### src/rtl/dec_pkg.sv
// Shared constants and helpers for the registered one-hot decoder.
package dec_pkg;

  localparam int unsigned SEL_W_DEFAULT = 8;
  localparam int unsigned OUT_W_DEFAULT = 256;

  // A registered decode is bad if it is not exactly one-hot while valid,
  // or if it has any bit set while idle.
  function automatic logic onehot_bad(input logic [OUT_W_DEFAULT-1:0] vec,
                                      input logic                     vld);
    logic single;
    single = (vec != '0) && ((vec & (vec - OUT_W_DEFAULT'(1))) == '0);
    return vld ? !single : (vec != '0);
  endfunction

endpackage

### src/rtl/dec_pre_half.sv
// Combinational half-width predecoder: IN_W-bit binary to 2**IN_W one-hot.
module dec_pre_half #(
  parameter int unsigned IN_W = 4,
  localparam int unsigned DEC_W = 2 ** IN_W
) (
  input  logic [IN_W-1:0]  idx,
  output logic [DEC_W-1:0] dec
);

  // Exactly one output line follows the index; every code is legal.
  always_comb begin
    dec      = '0;
    dec[idx] = 1'b1;
  end

endmodule

### src/rtl/dec8_onehot_reg.sv
// Registered binary-to-one-hot decoder with one cycle of latency.
// Two half-width predecoders feed an AND matrix in front of the output flops.
// Optional build macro DEC_SEL_ECHO_EN adds a registered sel echo (sel_q)
// and a debug flag (onehot_err) that flags a corrupted output register.
// SEL_W must be even and within 2..8.
module dec8_onehot_reg
  import dec_pkg::*;
#(
  parameter int unsigned SEL_W = SEL_W_DEFAULT,
  localparam int unsigned OUT_W = 2 ** SEL_W
) (
  input  logic             clk,
  input  logic             rst_n,
  input  logic             in_valid,
  input  logic [SEL_W-1:0] sel,
  output logic             out_valid,
  output logic [OUT_W-1:0] onehot
`ifdef DEC_SEL_ECHO_EN
  ,
  output logic [SEL_W-1:0] sel_q,
  output logic             onehot_err
`endif
);

  localparam int unsigned HalfW = SEL_W / 2;
  localparam int unsigned HalfN = 2 ** HalfW;

  logic [HalfN-1:0] lo_dec;
  logic [HalfN-1:0] hi_dec;
  logic [OUT_W-1:0] full_dec;
  logic [OUT_W-1:0] onehot_d, onehot_q;
  logic             out_valid_q;

  dec_pre_half #(
    .IN_W (HalfW)
  ) u_pre_lo (
    .idx (sel[HalfW-1:0]),
    .dec (lo_dec)
  );

  dec_pre_half #(
    .IN_W (HalfW)
  ) u_pre_hi (
    .idx (sel[SEL_W-1:HalfW]),
    .dec (hi_dec)
  );

  // Bit k = hi[k / HalfN] & lo[k % HalfN].
  for (genvar h = 0; h < HalfN; h++) begin : g_row
    for (genvar l = 0; l < HalfN; l++) begin : g_col
      assign full_dec[h*HalfN + l] = hi_dec[h] & lo_dec[l];
    end
  end

  // Idle cycles clear the output so a stale index is never presented; the
  // mux also keeps an undriven sel from reaching the flops while idle.
  always_comb begin
    onehot_d = in_valid ? full_dec : '0;
  end

  // Output registers, cleared asynchronously.
  always_ff @(posedge clk or negedge rst_n) begin
    if (!rst_n) begin
      onehot_q    <= '0;
      out_valid_q <= 1'b0;
    end else begin
      onehot_q    <= onehot_d;
      out_valid_q <= in_valid;
    end
  end

  assign onehot    = onehot_q;
  assign out_valid = out_valid_q;

`ifdef DEC_SEL_ECHO_EN
  logic [SEL_W-1:0] sel_echo_q;
  logic             err_q;

  // Echo the captured index and check the output register one cycle behind.
  always_ff @(posedge clk or negedge rst_n) begin
    if (!rst_n) begin
      sel_echo_q <= '0;
      err_q      <= 1'b0;
    end else begin
      sel_echo_q <= in_valid ? sel : '0;
      err_q      <= onehot_bad(OUT_W_DEFAULT'(onehot_q), out_valid_q);
    end
  end

  assign sel_q      = sel_echo_q;
  assign onehot_err = err_q;
`endif

endmodule

### config.mk
export PLATFORM = sky130hd
export DESIGN_NAME = dec8_onehot_reg
export DESIGN_NICKNAME = d
export VERILOG_FILES = /design/src/rtl/dec_pkg.sv /design/src/rtl/dec_pre_half.sv /design/src/rtl/dec8_onehot_reg.sv
export SDC_FILE = /design/constraint.sdc
export NUM_CORES = 1
export LEC_CHECK = 0
export ABC_CLOCK_PERIOD_IN_PS = 800
export CELL_PAD_IN_SITES_DETAIL_PLACEMENT = 1
export CELL_PAD_IN_SITES_GLOBAL_PLACEMENT = 1
export CORE_MARGIN = 3
export CORE_UTILIZATION = 33
export DETAILED_ROUTE_END_ITERATION = 16
export GPL_TIMING_DRIVEN = 0
export PLACE_DENSITY_LB_ADDON = 0.3
export SLEW_MARGIN = 20
export SYNTH_ARGS = -nofsm -noshare
export SYNTH_HDL_FRONTEND = slang
export SYNTH_SLANG_ARGS = --single-unit
### constraint.sdc
create_clock -name clk -period 0.8 [get_ports clk]
set_input_delay 0.16 -clock clk [delete_from_list [all_inputs] [get_ports clk]]
set_output_delay 0.16 -clock clk [all_outputs]
set_load 0.02 [all_outputs]
**Yosys cells after proc, flatten, opt, wreduce, memory -nomap -nowiden**

Cells that the tools add are included.

- Equal/unequal tests: 0
- Add/subtract/negate cells: 0
- Multiply operators: 0
- Shifts and indexed selects: 0
- Magnitude comparators: 4
- Div/mod/pow operators: 0
- Reduce and logical (&&, ||, !) cells: 2
- Muxes and demuxes: 5
- Bitwise operators: 256

Operators with widths:

| cell | number |
|---|---|
| 1-bit bitwise AND | 256 |
| 256-bit 2-to-1 mux | 1 |
| 4-bit by 5-bit < comparator with 1-bit output, second input constant | 2 |
| 1-bit demux with 4-bit select | 2 |
| 4-bit by 1-bit greater-or-equal comparator with 1-bit output, second input constant | 2 |
| 1-bit logical AND | 2 |
| 1-bit 2-to-1 mux | 2 |

- Word-level logic and storage cells: 269
- Input port bits: 11
- Memories kept: 0
- ROM bits: 0
- Latch bits: 0
- RAM bits: 0
- Flip-flop bits (word level): 257

**Longest topological paths before layout**

- Depth in word-level cells: 6
- Depth in mapped cells: 5
- Mapped depth without buffers: 2

**Hierarchy**

A second synthesis with hierarchy kept.

- Cell total of the unflattened synthesis: 613
- Area total of the unflattened synthesis: 8959.8 sq um

Modules (own cells, without submodules):

| module | instances | area each (sq um) | cells each | sequential area each (sq um) |
|---|---|---|---|---|
| dec8_onehot_reg | 1 | 8456.9 | 573 | 6431.2 |
| dec_pre_half (u_pre_hi) | 1 | 276.5 | 20 | 0.0 |
| dec_pre_half (u_pre_lo) | 1 | 226.5 | 20 | 0.0 |

**Least setup slack after synthesis**

No wires, ideal clock.

- Path type: input port to flip-flop
- Start: input sel[6]
- End: register onehot_q[141] (netlist: onehot[141])
- Required time: 0.718 ns
- Stages: 5
- Path slack: -0.381 ns
- Arrival time: 1.100 ns
- Path buffers: 3
- Cell sequence: buf_6 > or4b_4 > buf_6 > buf_6 > nor3_2

- Longest elaborated chain between the ends: 6

Ends and longest elaborated chain:

| element | RTL line | source |
|---|---|---|
| start: declaration | dec8_onehot_reg.sv:15 | `input logic [SEL_W-1:0] sel,` |
| 4-bit by 5-bit < comparator with 1-bit output (implied by the code) / 4-bit by 1-bit greater-or-equal comparator with 1-bit output (equally long branches) | dec_pre_half.sv:13 | `dec[idx] = 1'b1;` |
| 1-bit logical AND (implied by the code) | dec_pre_half.sv:13 |  |
| 1-bit 2-to-1 mux (implied by the code) | dec_pre_half.sv:13 |  |
| 1-bit demux with 4-bit select * | - |  |
| 1-bit bitwise AND * | dec8_onehot_reg.sv:51 | `assign full_dec[h*HalfN + l] = hi_dec[h] & lo_dec[l];` |
| 256-bit 2-to-1 mux * | dec8_onehot_reg.sv:58 | `onehot_d = in_valid ? full_dec : '0;` |
| via onehot_d[141] | dec8_onehot_reg.sv:31 | `logic [OUT_W-1:0] onehot_d, onehot_q;` |
| end signal: assignment | dec8_onehot_reg.sv:67 | `onehot_q <= onehot_d;` |
| end: declaration | dec8_onehot_reg.sv:31 |  |

Mark *: on every way through the listed nets, which the timed path passes. The rest lies on a longest branch.

**Worst setup path in the final report**

- Start: register onehot_q[173] (netlist: onehot[173])
- End: output onehot[173]

RTL lines:

| element | RTL line | source |
|---|---|---|
| end: declaration | dec8_onehot_reg.sv:17 | `output logic [OUT_W-1:0] onehot` |

No word-level cell between the ends.

==> impl_metrics.env <==
export IMPL_synth_area_per_cell_sq_um=13.74
export IMPL_timing_fmax_mhz=783.0
export IMPL_drtIter0Drc=318
export IMPL_path_delay_family="flip-flops"
export IMPL_syn_inst=622
export IMPL_place_congestion=0.7526
export IMPL_core_area_sq_um=25330
export IMPL_synth_top_area_frac=0.7525
export IMPL_worst_pin_slew_ps=543.2
export IMPL_cts_tree="built"
export IMPL_final_cells=1315
export IMPL_crit_path_end_kind="output port"
export IMPL_drc_errors=0
export IMPL_drive_gt1_frac=0.7005
export IMPL_synth_area_leaders="dfrtp_1 (75%), nor3_1 (12%), nor3_2 (5.2%)"
export IMPL_ios=268
export IMPL_required_ps=640
export IMPL_ant_nets=0
export IMPL_final_common_cell="buf_6"
export IMPL_min_period_ps=1277
export IMPL_syn_nets=633
export IMPL_finalMaxSlewViolations=0
export IMPL_insertedDiodeCount=0
export IMPL_start_kind="flip-flop"
export IMPL_maxCapViolations=0
export IMPL_final_cell_mix="buf_6 (274), dfrtp_1 (257), nor3_2 (211), clkbuf_16 (40), buf_4 (35)"
export IMPL_hold_buffers=1
export IMPL_hold_viol=71
export IMPL_utilization=0.6094
export IMPL_fp_dieArea_sq_um=27870
export IMPL_worst_path_buf_inv=1
export IMPL_antenna_found_initial=0
export IMPL_synth_seq_area_share=0.7525
export IMPL_grt_max_degree=94
export IMPL_firstDrtPassIters=4
export IMPL_htree_levels=1
export IMPL_crit_chain="buf_6"
export IMPL_wirelength_mm=32.17
export IMPL_fin_nets=976
export IMPL_critical_path_max_fanout=1
export IMPL_ys_seq_elements=257
export IMPL_worst_slack_ps=-477.2
export IMPL_placedCellCount=1221
export IMPL_die_w_microns=166.9
export IMPL_cp_slowest_stage_delay_ps=430
export IMPL_slew_headroom=0.6379
export IMPL_finalCritPeriodShare=1.597
export IMPL_final_area_sq_um=15430
export IMPL_dp_hpwl_mm=20.07
export IMPL_viasPerCell=4.911
export IMPL_hp_class="input pin to asynchronous set/reset pin"
export IMPL_port_buffers=267
export IMPL_cts_made_buffers=28
export IMPL_yosys_warnings=0
export IMPL_critPathArrivalTime_ps=1120
export IMPL_finalSetupTns_ps=-102420
export IMPL_syn_to_final_growth_pct=80.57
export IMPL_netlist_area_sq_um=8547
export IMPL_setup_violations=276
export IMPL_grt_pass1_vias=7234
export IMPL_fin_hold_ws_ps=-393.3
export IMPL_gr_usage_all_layers=0.2252
export IMPL_outcome="finished with violations"
export IMPL_clkSinkCount=257
export IMPL_critPathKind="flip-flop to output port"
export IMPL_start_util=0.3375
export IMPL_cts_root_buffer="clkbuf_16"
export IMPL_yosys_area_top_type="dfrtp_1"
export IMPL_path_clk_slew_ps=60
export IMPL_max_clock_path_buffers=3
export IMPL_die_h_microns=166.9
export IMPL_rows=58
export IMPL_vias=6458
export IMPL_placed_area_sq_um=13260
export IMPL_grt_ovfl_total=0
export IMPL_synth_distinct_cells=19
export IMPL_p_leak_nw=7.083
export IMPL_grt_setup_unrepaired="yes"
export IMPL_violations="negative hold slack, negative setup slack"
export IMPL_grt_pass1_wl_mm=47.96
export IMPL_cp_slowest_cell="dfrtp_1"
export IMPL_routedWlPerCell_microns=24.46
export IMPL_power_per_cell_area_nw_per_um2=1778
export IMPL_irDropWorstVdd_mv=1.483
## stage by stage
step,worst slack [ps],power [mW]
5_1_grt,-519.0,28.46
3_5_place_dp,-1377,15.06
3_3_place_gp,-11220,14.95
2_1_floorplan,-379.2,14.30
4_1_cts,-514.6,27.54
6_report,-477.2,27.45
## sequential cells by signal, summed over array words and instances (netlist names)
name and count:
onehot 256, out_valid 1
## synth_stat cells
cell type	count
nand2b_1	2
buf_1	24
or3b_1	1
nor3_1	212
dfrtp_1	257
nand4b_1	4
nor3_2	44
or4_4	1
nand3b_1	2
nand4bb_1	6
clkbuf_1	37
or4b_1	3
buf_6	8
or2_2	1
nand2_1	1
nand3_1	1
buf_2	16
or4b_4	1
nand4_1	1
## cell type report
class / instances / area [sq um]
Clock buffer: 45 / 845.8
Fill cell: 2319 / 9893
Tap cell: 330 / 412.9
Timing Repair Buffer: 317 / 3641
Multi-Input combinational cell: 280 / 2967
Buffer: 81 / 1105
Clock inverter: 5 / 31.28
Sequential cell: 257 / 6431
## worst max path at each step
| stage | startpoint | to | slack (ps) | cells past startpoint |
|---|---|---|---|---|
| 2_1_floorplan | sel[6] | onehot[140] | -380 | 5 |
| 3_3_place_gp | rst_n | onehot[32] | -11220 | 1 |
| 3_5_place_dp | sel[6] | onehot[248] | -1380 | 5 |
| 4_1_cts | onehot[173] | onehot[173] | -510 | 1 |
| 5_1_grt | onehot[173] | onehot[173] | -520 | 1 |
| 6_report | onehot[173] | onehot[173] | -480 | 1 |
## metal layers
| layer | part of all wire | vias up | wire (microns) | GRT usage |
|---|---|---|---|---|
| met1 | 0.40 | 3380 | 12800 | 0.2827 |
| met3 | 0.074 | 36 | 2386 | 0.07287 |
| met4 | 0.016 | 0 | 523 | 0.03407 |
| met2 | 0.51 | 226 | 16460 | 0.3906 |
| met5 | 0 | - | 0 | 0 |
| li1 | - | 2816 | - | - |
## power breakdown
part / switching (mW) / internal (mW)
Clock: 5.07 / 7.20
Sequential: 0.0137 / 13.0
Combinational: 1.40 / 0.736
## cell families (layout without fill, tap and decap cells)
| group | count (synthesis) | after routing | share of synthesized area |
|---|---|---|---|
| buffers and inverters | 85 | 448 | 0.04670 |
| AND/OR/NAND/NOR | 280 | 280 | 0.2008 |
| flip-flops | 257 | 257 | 0.7525 |
## repair_timing
action	4_1_cts	5_1_grt
pin swaps	12	6
endpoints found under the setup margin	513	353
gates resized for setup	1647	52
gates cloned	7	4
endpoints found under the hold margin	72	71
buffers inserted	27	9
No activity file was read; power rests on OpenSTA's default activity.
